--- config.mk ---
export PLATFORM = sky130hd
export DESIGN_NAME = mem_access_ctrl
export DESIGN_NICKNAME = d
export VERILOG_FILES = /design/src/rtl/mem_access_ctrl_pkg.sv /design/src/rtl/mem_req_fifo.sv /design/src/rtl/mem_access_ctrl.sv
export SDC_FILE = /design/constraint.sdc
export NUM_CORES = 1
export LEC_CHECK = 0
export BUFFER_PORTS_ARGS = -buffer_cell sky130_fd_sc_hd__buf_2
export CORE_MARGIN = 10
export CORE_UTILIZATION = 57
export DETAILED_ROUTE_END_ITERATION = 8
export PLACE_DENSITY = 0.83
export SYNTH_ARGS = -nofsm -noshare
export SYNTH_HDL_FRONTEND = slang
export SYNTH_SLANG_ARGS = --single-unit
export TNS_END_PERCENT = 10
--- constraint.sdc ---
create_clock -name clk -period 4.2 [get_ports clk]
set_input_delay 0.42 -clock clk [delete_from_list [all_inputs] [get_ports clk]]
set_output_delay 0.42 -clock clk [all_outputs]
set_load 0.01 [all_outputs]
--- src/rtl/mem_access_ctrl_pkg.sv ---
// Shared definitions for the memory access controller: FSM states, default
// widths and the layout of the queued request record.
package mem_access_ctrl_pkg;

    localparam int DEF_ADDR_W  = 7;
    localparam int DEF_DATA_W  = 32;
    localparam int REQ_WRITE_W = 1;
    localparam int PHASE_W     = 3;   // strobe phase counter, counts 1..7

    typedef enum logic [2:0] {
        IDLE       = 3'd0,
        WR_PULSE   = 3'd1,
        RD_PULSE   = 3'd2,
        RD_CAPTURE = 3'd3,
        GAP        = 3'd4
    } state_e;

    // Record layout, MSB first: {write, addr, wdata}
    function automatic int req_rec_w(input int addr_w, input int data_w);
        return REQ_WRITE_W + addr_w + data_w;
    endfunction

endpackage

--- src/rtl/mem_req_fifo.sv ---
// Two-entry request FIFO. Full blocks pushes even when a pop happens in the
// same cycle, so the write side never sees a pass-through path.
module mem_req_fifo
    import mem_access_ctrl_pkg::*;
#(
    parameter int REC_W = req_rec_w(DEF_ADDR_W, DEF_DATA_W)
) (
    input  logic             clk,
    input  logic             rst_n,
    input  logic             push_i,
    input  logic [REC_W-1:0] push_data_i,
    input  logic             pop_i,
    output logic [REC_W-1:0] pop_data_o,
    output logic             full_o,
    output logic             empty_o
);

    logic [REC_W-1:0] mem_q [2];
    logic             wr_ptr_q;
    logic             rd_ptr_q;
    logic [1:0]       count_q;
    logic             push_ok;
    logic             pop_ok;

    assign full_o     = (count_q == 2'd2);
    assign empty_o    = (count_q == 2'd0);
    assign push_ok    = push_i && !full_o;
    assign pop_ok     = pop_i && !empty_o;
    assign pop_data_o = mem_q[rd_ptr_q];

    // NOTE: state is updated with <= so every flop samples pre-edge values,
    // independent of statement order or of other always_ff blocks.
    always_ff @(posedge clk or negedge rst_n) begin
        if (!rst_n) begin
            wr_ptr_q <= 1'b0;
            rd_ptr_q <= 1'b0;
            count_q  <= 2'd0;
        end else begin
            if (push_ok) begin
                wr_ptr_q <= ~wr_ptr_q;
            end
            if (pop_ok) begin
                rd_ptr_q <= ~rd_ptr_q;
            end
            count_q <= count_q + {1'b0, push_ok} - {1'b0, pop_ok};
        end
    end

    // NOTE: storage is deliberately not reset; count_q guards every read, so
    // clearing the payload would only add reset fan-out.
    always_ff @(posedge clk) begin
        if (push_ok) begin
            mem_q[wr_ptr_q] <= push_data_i;
        end
    end

endmodule

--- src/rtl/mem_access_ctrl.sv ---
// Memory access controller: queues load/store requests and replays them to a
// strobe-driven memory, returning load data as a one-cycle response pulse.
module mem_access_ctrl
    import mem_access_ctrl_pkg::*;
#(
    parameter int ADDR_W    = DEF_ADDR_W,
    parameter int DATA_W    = DEF_DATA_W,
    parameter int WR_CYCLES = 2,
    parameter int RD_CYCLES = 1
) (
    input  logic              clk,
    input  logic              rst_n,
    input  logic              req_valid,
    output logic              req_ready,
    input  logic              req_write,
    input  logic [ADDR_W-1:0] req_addr,
    input  logic [DATA_W-1:0] req_wdata,
    output logic [ADDR_W-1:0] address,
    output logic [DATA_W-1:0] writeData,
    output logic              trigWrite,
    output logic              trigRead,
    input  logic [DATA_W-1:0] readData,
    output logic              resp_valid,
    output logic [DATA_W-1:0] resp_rdata,
    output logic              busy
);

    localparam int                 REC_W   = req_rec_w(ADDR_W, DATA_W);
    localparam logic [PHASE_W-1:0] WR_LAST = PHASE_W'(WR_CYCLES);
    localparam logic [PHASE_W-1:0] RD_LAST = PHASE_W'(RD_CYCLES);

    state_e              state_q;
    logic [PHASE_W-1:0]  phase_q;
    logic [ADDR_W-1:0]   addr_q;
    logic [DATA_W-1:0]   wdata_q;
    logic                trig_wr_q;
    logic                trig_rd_q;
    logic                resp_valid_q;
    logic [DATA_W-1:0]   resp_rdata_q;
    logic                ready_en_q;

    logic                fifo_full;
    logic                fifo_empty;
    logic                push;
    logic                pop;
    logic [REC_W-1:0]    head_rec;
    logic                head_write;
    logic [ADDR_W-1:0]   head_addr;
    logic [DATA_W-1:0]   head_wdata;

    // ready_en_q holds req_ready low through reset and releases it on the
    // first edge afterwards, keeping rst_n off the ready output path.
    assign req_ready = ready_en_q && !fifo_full;
    assign push      = req_valid && req_ready;
    assign pop       = (state_q == IDLE) && !fifo_empty;

    assign head_write = head_rec[REC_W-1];
    assign head_addr  = head_rec[DATA_W +: ADDR_W];
    assign head_wdata = head_rec[DATA_W-1:0];

    mem_req_fifo #(
        .REC_W (REC_W)
    ) u_fifo (
        .clk         (clk),
        .rst_n       (rst_n),
        .push_i      (push),
        .push_data_i ({req_write, req_addr, req_wdata}),
        .pop_i       (pop),
        .pop_data_o  (head_rec),
        .full_o      (fifo_full),
        .empty_o     (fifo_empty)
    );

    always_ff @(posedge clk or negedge rst_n) begin
        if (!rst_n) begin
            ready_en_q <= 1'b0;
        end else begin
            ready_en_q <= 1'b1;
        end
    end

    always_ff @(posedge clk or negedge rst_n) begin
        if (!rst_n) begin
            state_q      <= IDLE;
            phase_q      <= '0;
            addr_q       <= '0;
            wdata_q      <= '0;
            trig_wr_q    <= 1'b0;
            trig_rd_q    <= 1'b0;
            resp_valid_q <= 1'b0;
            resp_rdata_q <= '0;
        end else begin
            resp_valid_q <= 1'b0;
            case (state_q)
                IDLE: begin
                    if (!fifo_empty) begin
                        addr_q  <= head_addr;
                        phase_q <= PHASE_W'(1);
                        if (head_write) begin
                            wdata_q   <= head_wdata;
                            trig_wr_q <= 1'b1;
                            state_q   <= WR_PULSE;
                        end else begin
                            trig_rd_q <= 1'b1;
                            state_q   <= RD_PULSE;
                        end
                    end
                end
                WR_PULSE: begin
                    if (phase_q == WR_LAST) begin
                        trig_wr_q <= 1'b0;
                        state_q   <= GAP;
                    end else begin
                        phase_q <= phase_q + PHASE_W'(1);
                    end
                end
                RD_PULSE: begin
                    if (phase_q == RD_LAST) begin
                        trig_rd_q <= 1'b0;
                        state_q   <= RD_CAPTURE;
                    end else begin
                        phase_q <= phase_q + PHASE_W'(1);
                    end
                end
                RD_CAPTURE: begin
                    // Memory data has had a full strobe-free cycle to settle.
                    resp_rdata_q <= readData;
                    resp_valid_q <= 1'b1;
                    state_q      <= GAP;
                end
                GAP: begin
                    state_q <= IDLE;
                end
                default: begin
                    state_q <= IDLE;
                end
            endcase
        end
    end

    assign address    = addr_q;
    assign writeData  = wdata_q;
    assign trigWrite  = trig_wr_q;
    assign trigRead   = trig_rd_q;
    assign resp_valid = resp_valid_q;
    assign resp_rdata = resp_rdata_q;
    assign busy       = (state_q != IDLE) || !fifo_empty;

endmodule

After elaboration in Yosys (flattened, before gate mapping)
Memories as Yosys holds them, arrays and structs flattened.
Cells that the tools add are included.
Storage, ports and cells
  bits in read-only memories: 0
  logic and storage cells: 72
  bits of input ports: 75
  flip-flop bits (word level): 85
  memories: 1
  bits in writable memories: 80
  bits in latches: 0
  output and inout bits: 76
Memories
  u_fifo.mem_q: words 2, width 40, rd ports 1, clocked after Yosys merged registers in 0, write ports 1, line mem_req_fifo.sv:18  | logic [REC_W-1:0] mem_q [2];
Cells by class
  divide/modulo/power cells: 0
  muxes and demuxes: 20
  $add $sub $neg: 3
  multiply operators: 0
  eq/ne operators: 13
  order comparisons: 0
  bitwise operators: 3
  shifts and indexed selects: 0
  reduce and logical (&&, ||, !) cells: 20
Operator list (number)
  3-bit 2-to-1 mux: 6
  2-bit != test, second input constant: 7
  3-bit case mux with 4 select lines: 1
  4-bit AND reduction: 3
  3-bit by 2-bit equality test with 1-bit output, second input constant: 3
  1-bit 2-to-1 mux: 9
  3-bit case mux with 3 select lines: 1
  3-bit by 1-bit equality test with 1-bit output, second input constant: 2
  3-bit AND reduction: 2
  3-bit nonzero test: 2
  1-bit logical AND: 5
  1-bit case mux with 2 select lines: 2
  2-bit nonzero test: 2
  3-bit by 1-bit adder with 3-bit output, second input constant: 1
  3-bit logical NOT: 1
  1-bit inverter: 3
  2-bit by 1-bit adder with 2-bit output: 1
  2-bit equality test, second input constant: 1
  1-bit logical NOT: 2
  2-bit logical NOT: 1
  2-bit 2-to-1 mux: 1
  2-bit AND reduction: 1
  2-bit by 1-bit subtractor with 2-bit output: 1
  1-bit logical OR: 1

Longest topological paths before layout
Gate-level depths: netlist of the first run.
  depth in word-level cells: 7
  mapped depth: 7
  gate-level depth less buffers: 6

Cells and area by module
A second synthesis of the first run with hierarchy kept.
Unflattened totals
  cells, all modules: 350
  area, all modules: 6588.8 µm²
Modules (own cells, without submodules)
  mem_access_ctrl: sequential area each 2026.9 µm², cells each 207, area an instance 3298.2 µm², times used 1
  mem_req_fifo: sequential area each 2502.4 µm², cells each 143, area an instance 3290.7 µm², times used 1

Worst setup path after synthesis of the first run
No wires, ideal clock.
  kind: register -> register
  from: register u_fifo.count_q[1]
  to: memory u_fifo.mem_q[0][0] (netlist bit) (enable)
  clock period less this slack: 2.792 ns
  path buffers: 0
  setup slack: 1.408 ns
  arrival time: 2.355 ns
  cell stages (with the launch flop): 4
  cells stage by stage: dfrtp_1 > inv_1 > o211ai_1 > nor2_1
Between the ends
  cells in the longest elaborated chain, start to end: 7
RTL lines
  from (decl): line mem_req_fifo.sv:21  | logic [1:0] count_q;
  from (signal assigned): line mem_req_fifo.sv:45  | count_q <= count_q + {1'b0, push_ok} - {1'b0, pop_ok};
  2-bit equality test *: line mem_req_fifo.sv:25  | assign full_o = (count_q == 2'd2);
  1-bit logical NOT *: line mem_req_fifo.sv:27, mem_access_ctrl.sv:53
  1-bit logical AND: line mem_access_ctrl.sv:53  | assign req_ready = ready_en_q && !fifo_full;
  1-bit logical AND: line mem_access_ctrl.sv:54  | assign push = req_valid && req_ready;
  1-bit logical AND *: line mem_req_fifo.sv:27  | assign push_ok = push_i && !full_o;
  1-bit 2-to-1 mux *: line mem_req_fifo.sv:52  | if (push_ok) begin
  1-bit 2-to-1 mux (implied by the code) *: line mem_req_fifo.sv:53  | mem_q[wr_ptr_q] <= push_data_i;
  to (decl): line mem_req_fifo.sv:18
Mark *: on every way between the ends. The rest lies on a longest branch, timed or not.

Worst setup path in the final report of the first run
  from: register state_q[0]
  to: register resp_rdata_q[20], in the netlist resp_rdata[20]
Between the ends
  cells in the longest elaborated chain, start to end: 1
RTL lines
  from (decl): line mem_access_ctrl.sv:32  | state_e state_q;
  from (signal assigned): line mem_access_ctrl.sv:84  | state_q <= IDLE;
  from (signal assigned): line mem_access_ctrl.sv:102  | state_q <= WR_PULSE;
  from (signal assigned): line mem_access_ctrl.sv:105  | state_q <= RD_PULSE;
  3-bit by 2-bit equality test with 1-bit output: line mem_access_ctrl.sv:94  | case (state_q)
  to (signal assigned): line mem_access_ctrl.sv:127  | resp_rdata_q <= readData;
  to (decl): line mem_access_ctrl.sv:39  | logic [DATA_W-1:0] resp_rdata_q;
No other way between the ends.
A chain may end at the register's enable or synchronous reset.

==> results of run 1 <==
metal layers:
layer | routed length [um] | global-route usage [%] | part of all wire [%] | up-vias
li1 | - | - | - | 1608
met2 | 5860 | 25.3 | 46 | 141
met3 | 1250 | 8.35 | 9.8 | 10
met4 | 99 | 4.27 | 0.78 | 0
met1 | 5550 | 19.5 | 44 | 1668
met5 | 0 | 0 | 0 | -
how the worst max path moves through the flow:
stage | end | from | depth (start not counted) | slack [ps]
after detailed placement | resp_rdata[19] | state_q[0] | 3 | 1970
after floorplan | u_fifo.mem_q[0][0] | u_fifo.count_q[1] | 3 | 1410
after CTS | resp_rdata[19] | state_q[0] | 3 | 1940
after global routing | resp_rdata[19] | state_q[0] | 3 | 1770
after global placement | u_fifo.mem_q[0][13] | req_valid | 3 | 2110
final | resp_rdata[20] | state_q[0] | 3 | 1980
kinds of logic after synthesis:
logic type / count (synthesis)
other: 1
adder cells (fa/ha/maj): 4
AO/OA/AOI/OAI: 19
multiplexers: 106
buffers and inverters: 20
flip-flops: 165
XOR/XNOR: 6
AND/OR/NAND/NOR: 33
flip-flops by register name, indices dropped and copies added, names as in the netlist:
name / flops
state_q: 3
u_fifo.rd_ptr_q: 1
ready_en_q: 1
resp_valid: 1
trigWrite: 1
u_fifo.count_q: 2
resp_rdata: 32
phase_q: 3
trigRead: 1
u_fifo.wr_ptr_q: 1
u_fifo.mem_q: 80
writeData: 32
address: 7
through the flow:
| stage | hold WS, ps | power, mW | util (%) |
|---|---|---|---|
| finish | 78.6 | 5.94 | 70.9 |
| global route | 50.7 | 6.28 | 70.9 |
| global placement | 459 | 4.53 | 66.1 |
| CTS | 54.4 | 6.01 | 70.9 |
| detailed placement | 476 | 4.62 | 66.1 |
| floorplan | 124 | 3.95 | - |
layout make-up:
| cell class | count | area [um^2] | share of cell area (%) |
|---|---|---|---|
| tap | 140 | 175 | 2.27 |
| sequential | 165 | 4530 | 58.7 |
| antenna | 2 | 5.00 | 0.0648 |
| multi-input combinational | 169 | 1710 | 22.1 |
| timing repair buffer | 151 | 761 | 9.85 |
| clock inverter | 8 | 47.5 | 0.616 |
| clock buffer | 24 | 472 | 6.11 |
| inverter | 6 | 25.0 | 0.324 |
worst max-delay path: stages (launching register included):
cell and delay [ps]:
dfrtp_1 460, nor2b_1 260, nand2_1 780, mux2_2 580
synthesized netlist by cell type (all sizes together):
library cell	count	area share (%)
dfrtp	85	33
a21oi	2	0.16
nand3b	3	0.35
and3b	1	0.14
o2bb2ai	1	0.14
nor2	7	0.45
or4	1	0.18
o21ai	10	0.79
conb	1	0.059
nand2b	1	0.098
nand3	1	0.079
nor2b	4	0.39
a21boi	1	0.12
buf	7	1.3
o211ai	2	0.24
nand2	14	1.1
mux2	99	19
clkbuf	7	0.41
xor2	2	0.28
edfxtp	80	38
xnor2	4	0.55
ha	4	0.79
o311a	1	0.16
o21a	2	0.24
mux2i	7	1.1
and3	1	0.098
inv	6	0.39
power breakdown:
group	internal, mW	switching, mW	total [mW]
combinational	1.07	0.951	2.03
sequential	2.23	0.318	2.55
clock	0.775	0.586	1.36
total	4.08	1.86	5.94
==> results.cfg, run 1 <==
[cts]
postCtsSetupBuffers = 0
clk_path_buf_depth = 2
clkTransAtPathRegs_ps = 60
postCtsHoldBufs = 0
cts-resized-gates = 0
numCtsBuffers = 17
clock-root-buffer = clkbuf_8
clock_latency_ps = 530
clock_sinks = 165
cts_tree = built
htree_levels = 4

[final_layout]
final_area_mm2 = 0.00772
fill_cells = 716
drive_above_1_share_pct = 54.3
nNetsFinal = 589
area_growth_pct = 21.4
layout_commonest_cell = buf_2
stdcell_count = 665
layout_common_cells = 149 x buf_2, 84 x dfrtp_1, 80 x edfxtp_1, 70 x mux2_2, 29 x mux2_4

[global_routing]
grt_use_total_pct = 16.2
grt_pass1_wl_um = 20400
grt_pass1_vias = 3854
grt_overflow = 0
grt_max_degree = 86
antenna_found_initial = 1

[place]
place_area_mm2 = 0.00720
gp_congestion = 0.804
dpl_worst_slack_ps = 1970
dp.cells = 631
hpwl_um = 8680
io_buffers = 150

[critical_path]
worst_r2r_endpoint = resp_rdata[20]
startpoint_type = flop
cp_max_fo = 33
rrSetupSlack_ps = 1980
r2r_start = state_q[0]
end_kind = flop
crit_type = reg2reg
critPathArrivalTime_ps = 2620
crit_required_ps = 4600
ff2ff_path_depth = 3

[logic_synthesis]
synth_compound_area_share_pct = 1.83
synth_top_family_by_area = multiplexers
syn_avg_cell_area_um2 = 18.0
ys_ff_latch = 165
syn_nets = 433
synth_xor_area_share_pct = 0.826
ys_types = 33
synthAdderAreaFrac_pct = 0.787
syn-cell-area_mm2 = 0.00636
synthesis.instances = 354
muxShareOfSynthArea_pct = 20.3
yosysSeqAreaShare_pct = 71.2
synthSimpleGateAreaFrac_pct = 2.87
synth_warnings = 0

[floorplanning]
initial_core_util_pct = 58.4
fp.dieH_um = 126
core_area_mm2 = 0.0109
pin_count = 151
num_rows = 38
dieArea_mm2 = 0.0158
die_w_um = 126

[timing]
timing_hold_violations_final = 0
skew_ps = 9.35
period_needed_ps = 2220
drv_slew = 0
rsz0062_at_grt = false
fmax_mhz = 450
setup_tns_ps = 0
finalSetupViolCount = 0
tightestPinTransition_ps = 1300
fin_ws_ps = 1980
timing.final.crit_share_pct = 52.9
slew_headroom_pct = 13.3

[job]
cap_violations = 0

[drt]
dr.pass1.iters = 6
drc_errors = 0
final_antenna_net_count = 0
routed_via_density = 5.15
vias = 3427
wl_per_cell_um = 19.2
wirelength_um = 12800
drtIter0Drc = 158

[status]
outcome = complete, no violations

[hold_path]
holdPathEnd = u_fifo.mem_q[0][9]
min_path_type = in2reg
min_from = req_wdata[9]
hold_depth = 1

[pwr]
power_density_mw_per_mm2 = 768
p_leak_nw = 3.40
ir_drop_uv = 410
(Power assumes the default switching activity.)
==> inputs of run 2 (changes only) <==
ABC_AREA = 1   (was not set)
CORE_UTILIZATION = 48   (was 57)
PLACE_DENSITY = 0.75   (was 0.83)
clock period = 1.9 ns   (was 4.2 ns; I/O delays follow)
==> run 2 against run 1 <==
  * Sequential power rose by 110%
  * Count of clock-buffer cells in the layout shrank 2
  * Largest cell class unchanged
  * Critical path type is now reg2out
  * Synthesized cell count increased by 65%
  * Design area grew 11%
  * Largest power group unchanged
  * Highest routed layer unchanged
  * Worst hold slack worse by 39 ps
  * Sequential cell count stayed put
==> results.cfg, run 2 <==
[global_routing]
grt_overflow = 0
grt_max_degree = 42
grt_pass1_wl_um = 26600
antenna_found_initial = 0
grt_pass1_vias = 5269
grt_use_total_pct = 18.3

[cts]
postCtsSetupBuffers = 0
clkTransAtPathRegs_ps = 60
clock-root-buffer = clkbuf_16
cts_tree = built
clk_path_buf_depth = 2
numCtsBuffers = 17
clock_sinks = 165
clock_latency_ps = 420
htree_levels = 4

[place]
hpwl_um = 10500
place_area_mm2 = 0.00734
gp_congestion = 0.851
io_buffers = 150

[final_layout]
layout_common_cells = 325 x nand2_1, 149 x buf_2, 85 x dfrtp_1, 80 x edfxtp_1, 72 x dlygate4sd3_1
nNetsFinal = 898
diodes = 0
regMostFlops = u_fifo.mem_q
layout_commonest_cell = nand2_1
drive_above_1_share_pct = 24.6
largest_reg_flops = 80
area_growth_pct = 36.1
final_area_mm2 = 0.00860

[critical_path]
cp_max_fo = 7
startpoint_type = flop
timing.critical_path.cells = nor2_2 -> nand3_1 -> buf_2
crit_required_ps = 1710
crit_type = reg2out
critPathMaxStageDelay_ps = 460
critPathArrivalTime_ps = 1520
end_kind = primary output
slowest_stage = dfrtp_1

[pwr]
p_leak_nw = 4.23
power_density_mw_per_mm2 = 1510
ir_drop_uv = 685

[floorplanning]
initial_core_util_pct = 49.5
die_w_um = 135
num_rows = 41
core_area_mm2 = 0.0128
fp.dieH_um = 135
dieArea_mm2 = 0.0182
pin_count = 151

[logic_synthesis]
syn_nets = 664
yosys.area.top_type_share_pct = 38.0
syn-cell-area_mm2 = 0.00632
synth-main-ff-cell = dfrtp_1
syn_avg_cell_area_um2 = 10.8
synth_top_cells_by_count = 325 x nand2_1, 85 x dfrtp_1, 80 x edfxtp_1
synth.largest_area_cell = edfxtp_1
synth_edf_count = 80
yosys-top-cells-area = edfxtp_1 38%, dfrtp_1 34%, nand2_1 19%
synth_warnings = 0
synth.most_common_cell = nand2_1
ys_types = 25
yosysSeqAreaShare_pct = 71.7
async_flop_share_pct = 51.5
synthesis.instances = 585
ys_ff_latch = 165

[drt]
wirelength_um = 15800
routed_via_density = 4.82
drtIter0Drc = 214
dr.pass1.iters = 4
wl_per_cell_um = 15.7
drc_errors = 0
final_antenna_net_count = 0
vias = 4836

[timing]
timing_hold_violations_final = 0
rsz0062_at_grt = false
slew_headroom_pct = 60.0
finalSetupViolCount = 0
skew_ps = 5.34
hold_slack_ps = 39.7
timing.final.crit_share_pct = 90.2
drv_slew = 0
period_needed_ps = 1710
fmax_mhz = 584
tightestPinTransition_ps = 599

[job]
cap_violations = 0

[hold_path]
min_path_type = in2reg

[status]
outcome = complete, no violations
[run 2: changes by cell type in the layout (fill, tap and decap cells not counted), moves of 10 or more]
cell	before	now
nand2_1	13	325
mux2_4	29	0
inv_1	5	15
mux2_2	70	0
dlygate4sd3_1	0	72
[run 2: cell type report]
class / count / area (um^2)
Sequential cell: 165 / 4530
Tap cell: 172 / 215
Clock inverter: 10 / 82.6
Multi-Input combinational cell: 381 / 1610
Clock buffer: 22 / 454
Inverter: 19 / 71.3
Timing Repair Buffer: 235 / 1630
Fill cell: 912 / 4170
[run 2: power breakdown]
group          total (mW)  switching [mW]  internal, mW
clock network        3.10            1.28          1.82
logic                4.43            2.78          1.65
registers            5.46           0.598          4.86
[run 2: metal layers]
metal / vias to the layer above / share of wire, % / wire length, um / global-route usage (%)
met5: - / 0 / 0 / 0
met1: 2291 / 39 / 6240 / 21.0
li1: 2325 / - / - / -
met3: 26 / 8.9 / 1400 / 5.75
met4: 0 / 1.9 / 308 / 7.13
met2: 194 / 50 / 7860 / 31.2
[run 2: critical path: cells and delay by family (launching register included)]
| kind | cells | cell delay, ps |
|---|---|---|
| DFF | 1 | 460 |
| and+or+nand+nor | 2 | 440 |
| buffers and inverters | 1 | 210 |
[run 2: kinds of logic after synthesis]
family	share of synthesized area (%)
compound gates	1.54
other cells	0.0593
fa+ha+maj	0.792
buf+inv	3.07
flops	71.7
xor+xnor	0.832
simple gates	22.0
[run 2: worst paths after layout]
check / cells past startpoint / slack, ps / startpoint / endpoint
worst max-delay path: 3 / 190 / state_q[0] / busy
worst min-delay path: 3 / 40 / readData[5] / resp_rdata[5]
worst max register to register: 7 / 280 / u_fifo.count_q[1] / u_fifo.count_q[1]
worst min register to register: 2 / 460 / writeData[11] / writeData[11]
max in group asynchronous: 3 / 920 / rst_n / writeData[11]
min in group asynchronous: 2 / 350 / rst_n / phase_q[0]
[run 2: what timing repair did]
item | in CTS | in global routing
hold buffers | 72 | 0
setup endpoints to repair | 0 | 1
hold endpoints to repair | 150 | 0
gates resized for setup | 0 | 1
[run 2: stage by stage]
step | TNS (ps) | util (%) | setup slack, ps | std cells | power (mW)
6_report | 0 | 67.3 | 187 | 1004 | 13.0
2_1_floorplan | -19300 | - | -241 | 585 | 8.08
4_1_cts | 0 | 67.3 | 67.6 | 1004 | 13.1
5_1_grt | 0 | 67.3 | 68.4 | 1004 | 14.0
3_3_place_gp | 0 | 57.5 | 333 | 900 | 9.62
3_5_place_dp | 0 | 57.5 | 298 | 900 | 9.86
